## src/rtl/serial_tx_pkg.sv

```systemverilog
// Shared definitions for the serial pattern transmitter: FSM state encoding
// and default parameter values.
package serial_tx_pkg;

    // 2'b11 is unused; the FSM recovers from it to IDLE.
    typedef enum logic [1:0] {
        IDLE = 2'b00,
        SEND = 2'b01,
        GAP  = 2'b10
    } state_t;

    localparam int unsigned DEF_WIDTH = 5;
    localparam int unsigned DEF_REP_W = 4;
    localparam int unsigned DEF_GAP_W = 3;

endpackage

```

## src/rtl/piso_shreg.sv

```systemverilog
// Parallel-load, shift-left register; the MSB is the next bit to transmit.
module piso_shreg
    import serial_tx_pkg::*;
#(
    parameter int unsigned WIDTH = DEF_WIDTH
) (
    input  logic             clk,
    input  logic             rst,
    input  logic             load,
    input  logic             shift,
    input  logic [WIDTH-1:0] d,
    output logic             msb
);

    logic [WIDTH-1:0] q;

    // Load has priority over shift; zeros fill from the LSB side.
    always_ff @(posedge clk or posedge rst) begin
        if (rst) begin
            q <= '0;
        end else if (load) begin
            q <= d;
        end else if (shift) begin
            q <= {q[WIDTH-2:0], 1'b0};
        end
    end

    assign msb = q[WIDTH-1];

endmodule

```

## src/rtl/serial_pattern_tx.sv

```systemverilog
// Serial pattern transmitter: sends a latched pattern MSB-first, a set number
// of repetitions with an idle gap between them, then pulses done.
module serial_pattern_tx
    import serial_tx_pkg::*;
#(
    parameter int unsigned WIDTH = DEF_WIDTH,
    parameter int unsigned REP_W = DEF_REP_W,
    parameter int unsigned GAP_W = DEF_GAP_W
) (
    input  logic             clk,
    input  logic             rst,
    input  logic             start,
    input  logic [WIDTH-1:0] pattern,
    input  logic [REP_W-1:0] reps,
    input  logic [GAP_W-1:0] gap,
    output logic             j,
    output logic             valid,
    output logic             busy,
    output logic             done
);

    localparam int unsigned     CNT_W    = (WIDTH > 2) ? $clog2(WIDTH) : 1;
    localparam logic [CNT_W-1:0] LAST_BIT = CNT_W'(WIDTH - 1);

    state_t           state;
    logic [WIDTH-1:0] pat_l;
    logic [REP_W-1:0] rep_cnt;
    logic [GAP_W-1:0] gap_l;
    logic [GAP_W-1:0] gap_cnt;
    logic [CNT_W-1:0] bit_cnt;

    logic             accept;
    logic             last_bit;
    logic             more;
    logic             sh_load;
    logic             sh_shift;
    logic             sh_msb;
    logic [WIDTH-1:0] sh_d;

    // The MSB of each repetition is registered straight onto j, so the shift
    // register is loaded with the remaining bits (pattern << 1).
    always_comb begin
        accept   = (state == IDLE) && start && (reps != '0);
        last_bit = (bit_cnt == LAST_BIT);
        more     = (rep_cnt > REP_W'(1));
        sh_load  = accept
                 || ((state == SEND) && last_bit && more && (gap_l == '0))
                 || ((state == GAP) && (gap_cnt == GAP_W'(1)));
        sh_shift = (state == SEND) && !last_bit;
        sh_d     = accept ? {pattern[WIDTH-2:0], 1'b0} : {pat_l[WIDTH-2:0], 1'b0};
    end

    piso_shreg #(.WIDTH(WIDTH)) u_shreg (
        .clk   (clk),
        .rst   (rst),
        .load  (sh_load),
        .shift (sh_shift),
        .d     (sh_d),
        .msb   (sh_msb)
    );

    // FSM with counters and registered outputs; bit_cnt indexes the bit on j.
    always_ff @(posedge clk or posedge rst) begin
        if (rst) begin
            state   <= IDLE;
            pat_l   <= '0;
            rep_cnt <= '0;
            gap_l   <= '0;
            gap_cnt <= '0;
            bit_cnt <= '0;
            j       <= 1'b0;
            valid   <= 1'b0;
            busy    <= 1'b0;
            done    <= 1'b0;
        end else begin
            done <= 1'b0;
            case (state)
                IDLE: begin
                    j     <= 1'b0;
                    valid <= 1'b0;
                    busy  <= 1'b0;
                    if (start) begin
                        if (reps != '0) begin
                            pat_l   <= pattern;
                            rep_cnt <= reps;
                            gap_l   <= gap;
                            bit_cnt <= '0;
                            j       <= pattern[WIDTH-1];
                            valid   <= 1'b1;
                            busy    <= 1'b1;
                            state   <= SEND;
                        end else begin
                            done <= 1'b1;
                        end
                    end
                end
                SEND: begin
                    if (!last_bit) begin
                        j       <= sh_msb;
                        bit_cnt <= bit_cnt + 1'b1;
                    end else if (!more) begin
                        state   <= IDLE;
                        rep_cnt <= '0;
                        bit_cnt <= '0;
                        j       <= 1'b0;
                        valid   <= 1'b0;
                        busy    <= 1'b0;
                        done    <= 1'b1;
                    end else begin
                        rep_cnt <= rep_cnt - 1'b1;
                        bit_cnt <= '0;
                        if (gap_l != '0) begin
                            state   <= GAP;
                            gap_cnt <= gap_l;
                            j       <= 1'b0;
                            valid   <= 1'b0;
                        end else begin
                            j <= pat_l[WIDTH-1];
                        end
                    end
                end
                GAP: begin
                    if (gap_cnt == GAP_W'(1)) begin
                        state   <= SEND;
                        gap_cnt <= '0;
                        j       <= pat_l[WIDTH-1];
                        valid   <= 1'b1;
                    end else begin
                        gap_cnt <= gap_cnt - 1'b1;
                    end
                end
                default: begin
                    state   <= IDLE;
                    rep_cnt <= '0;
                    gap_cnt <= '0;
                    bit_cnt <= '0;
                    j       <= 1'b0;
                    valid   <= 1'b0;
                    busy    <= 1'b0;
                end
            endcase
        end
    end

endmodule

```

## config.mk

```make
export PLATFORM = sky130hd
export DESIGN_NAME = serial_pattern_tx
export DESIGN_NICKNAME = d
export VERILOG_FILES = /design/src/rtl/serial_tx_pkg.sv /design/src/rtl/piso_shreg.sv /design/src/rtl/serial_pattern_tx.sv
export SDC_FILE = /design/constraint.sdc
export NUM_CORES = 1
export LEC_CHECK = 0
export ABC_AREA = 1
export CORE_MARGIN = 2
export CORE_UTILIZATION = 55
export DETAILED_ROUTE_END_ITERATION = 10
export DONT_BUFFER_PORTS = 1
export PLACE_DENSITY_LB_ADDON = 0.12
export SYNTH_ARGS = -nofsm -noshare
export SYNTH_HDL_FRONTEND = slang
export SYNTH_SLANG_ARGS = --single-unit
export TNS_END_PERCENT = 10
```

## constraint.sdc

```tcl
create_clock -name clk -period 2.4 [get_ports clk]
set_input_delay 0.48 -clock clk [delete_from_list [all_inputs] [get_ports clk]]
set_output_delay 0.48 -clock clk [all_outputs]
set_load 0.02 [all_outputs]
```

==> flow_metrics.py <==
metrics = {
    "critical_path": {
        "critPathMostFrequentCell": "inv_1",
        "cpPeakStageDelay_ps": 460,
        "crit_fanout": 8,
        "worst_ep_arrival_time_ps": 1940,
        "crit_chain": "inv_1 -> ha_1 -> inv_1 -> nor2_1 -> a21oi_4 -> nand2_4 -> nand2_1 -> nand3_1",
        "endpoint_kind": "flop",
        "worst_path_max_delay_cell": "dfrtp_1",
        "worstReg2RegStart": "state[0]$_DFFE_PP0P_",
        "critPathKind": "reg -> reg",
        "reg2reg_to": "u_shreg.q[2]$_DFFE_PP0P_",
        "path_delay_family": "flip-flops",
        "setup.worst_path.start_class": "flop",
        "cp.required_ps": 2620,
        "crit_buf_inv": 2,
        "worst_r2r_path_depth": 8,
        "rrSetupSlack_ps": 680,
    },
    "timing": {
        "max_clock_freq_mhz": 582,
        "skew_ps": 7.35,
        "tightestPinTransition_ps": 353,
        "finalCritPeriodShare": 0.716,
        "slew_violations": 0,
        "fin_crit_ps": 1720,
        "tns_ps": 0,
        "setup_viol": 0,
        "slew_headroom": 0.764,
        "finalHoldViolCount": 0,
        "rsz0062_at_grt": "no",
    },
    "clocking": {
        "clk_latency_ps": 330,
        "htreeDepth": 1,
        "hold_buffers": 0,
        "cts_resized": 0,
        "ctsRootBufferMaster": "clkbuf_4",
        "cts_max_path_buffers": 2,
        "cts_tree": "yes",
        "postCtsSetupRepairBufs": 0,
        "cts_buffers": 3,
        "cts_sinks": 28,
        "clkTransAtPathRegs_ps": 150,
    },
    "route": {
        "dr.pass1.iters": 4,
        "vias": 1319,
        "drt_iter0_markers": 94,
        "wl_per_cell_um": 12.6,
        "drc_errors": 0,
        "wl_mm": 3.22,
        "antenna_left": 0,
        "viasPerCell": 5.15,
    },
    "global_routing": {
        "grt_max_degree": 29,
        "grt_pass1_wl_mm": 5.84,
        "groute.usage.overall": 0.211,
        "grt_pass1_vias": 1339,
        "antenna_found_initial": 0,
        "grt-ovfl-total": 0,
    },
    "synth": {
        "synthMuxAreaShare": 0,
        "synth_nets": 234,
        "synth_xor_area_frac": 0.0152,
        "synth-simple-area-share": 0.319,
        "synth_fa_ha_area_frac": 0.0798,
        "synthCells": 208,
        "ys_types": 26,
        "synth_compound_area_frac": 0.103,
        "ys_warn_count": 0,
        "synth_top_family_by_area": "simple AND/OR/NAND/NOR gates",
        "syn_area_um2": 1720,
        "ys_seq_area_frac": 0.406,
        "synth_seq_cells": 28,
        "avgSynthCellArea_um2": 8.29,
    },
    "floorplan": {
        "die_height_um": 60.0,
        "dieArea_um2": 3600,
        "die_x_um": 60.0,
        "rows": 20,
        "start_util": 0.569,
        "core_area_um2": 3030,
        "pin_count": 19,
    },
    "power_and_ir_drop": {
        "peakVddDrop_v": 0.000559,
        "powerDensity_nw_per_um2": 1270,
        "p_leak_nw": 0.940,
    },
    "layout": {
        "n_antenna_cell": 0,
        "mostFrequentLayoutCell": "nand2_1",
        "stdcell_area_um2": 1830,
        "area_growth_pct": 6.02,
        "mostFrequentLayoutCells": "nand2_1, dfrtp_1, inv_1",
        "drive_gt1_frac": 0.151,
        "nets": 239,
    },
    "outcome": {
        "status": "completed",
    },
    "placement": {
        "port_buffers": 0,
        "place_area_um2": 1780,
        "finalWeightedCongestion": 0.893,
        "dp_hpwl_mm": 2.50,
    },
    "job": {
        "cap_violations": 0,
    },
    "min_path": {
        "hp-class": "in -> async",
    },
}
[flip-flops by register name, summed over array words and instances (netlist names)]
| register | count |
|---|---|
| valid | 1 |
| gap_l | 3 |
| u_shreg.q | 4 |
| j | 1 |
| busy | 1 |
| state | 2 |
| done | 1 |
| pat_l | 5 |
| rep_cnt | 4 |
| bit_cnt | 3 |
| gap_cnt | 3 |
[report_power, final]
group / internal [mW] / switching, mW
sequential: 0.671 / 0.166
clock: 0.169 / 0.136
combinational: 0.414 / 0.769
[per-layer routing]
layer / GRT usage / vias up / share of wire
li1: - / 678 / -
met1: 0.276 / 617 / 0.46
met2: 0.368 / 20 / 0.51
met3: 0.0195 / 4 / 0.025
met4: 0.0603 / 0 / 0.0084
met5: 0 / - / 0
[worst max path at each step]
stage	startpoint	to	slack, ps	depth (start not counted)
4_1_cts	state[0]$_DFFE_PP0P_	u_shreg.q[2]$_DFFE_PP0P_	700	8
5_1_grt	state[0]$_DFFE_PP0P_	u_shreg.q[2]$_DFFE_PP0P_	500	8
3_3_place_gp	state[0]$_DFFE_PP0P_	u_shreg.q[2]$_DFFE_PP0P_	830	8
2_1_floorplan	state[0]$_DFFE_PP0P_	u_shreg.q[2]$_DFFE_PP0P_	910	8
3_5_place_dp	state[0]$_DFFE_PP0P_	u_shreg.q[3]$_DFFE_PP0P_	730	8
6_report	state[0]$_DFFE_PP0P_	u_shreg.q[2]$_DFFE_PP0P_	680	8
[layout make-up]
type	count	area (um2)
repair buffers	1	7.51
flip-flops and latches	28	701
clock buffers	3	22.5
multi-input cells	148	891
well taps	44	55.1
fillers	269	1200
inverters	31	121
clock inverters	1	30.0
[cells in the mapped netlist, drive strengths merged]
cell type,number,area [um2]
clkinv,1,8.76
nand3,17,97.6
o21ai,11,55.1
dfrtp,28,701
nor2,13,78.8
nand3b,3,22.5
nand2,69,307
inv,30,113
ha,11,138
buf,1,11.3
a21oi,9,82.6
o22ai,3,18.8
xor2,1,8.76
nand4,7,43.8
xnor2,2,17.5
o211ai,1,12.5
o32ai,1,8.76
[metrics by stage]
step	hold slack (ps)	worst slack [ps]	std cells	total power [mW]	utilization
2_1_floorplan	442	905	208	1.79	-
3_3_place_gp	455	831	252	1.98	0.586
3_5_place_dp	459	731	252	2.03	0.586
4_1_cts	82.7	699	256	2.34	0.604
5_1_grt	92.1	502	256	2.57	0.604
6_report	79.6	683	256	2.33	0.604
[kinds of logic after synthesis]
kind of cell / after synthesis
xor gates and xnor gates: 3
adders and majority gates: 11
and+or+nand+nor: 109
DFF: 28
buffers and inverters: 32
AOI/OAI and AO/OA: 25
(Power assumes the default switching activity.)
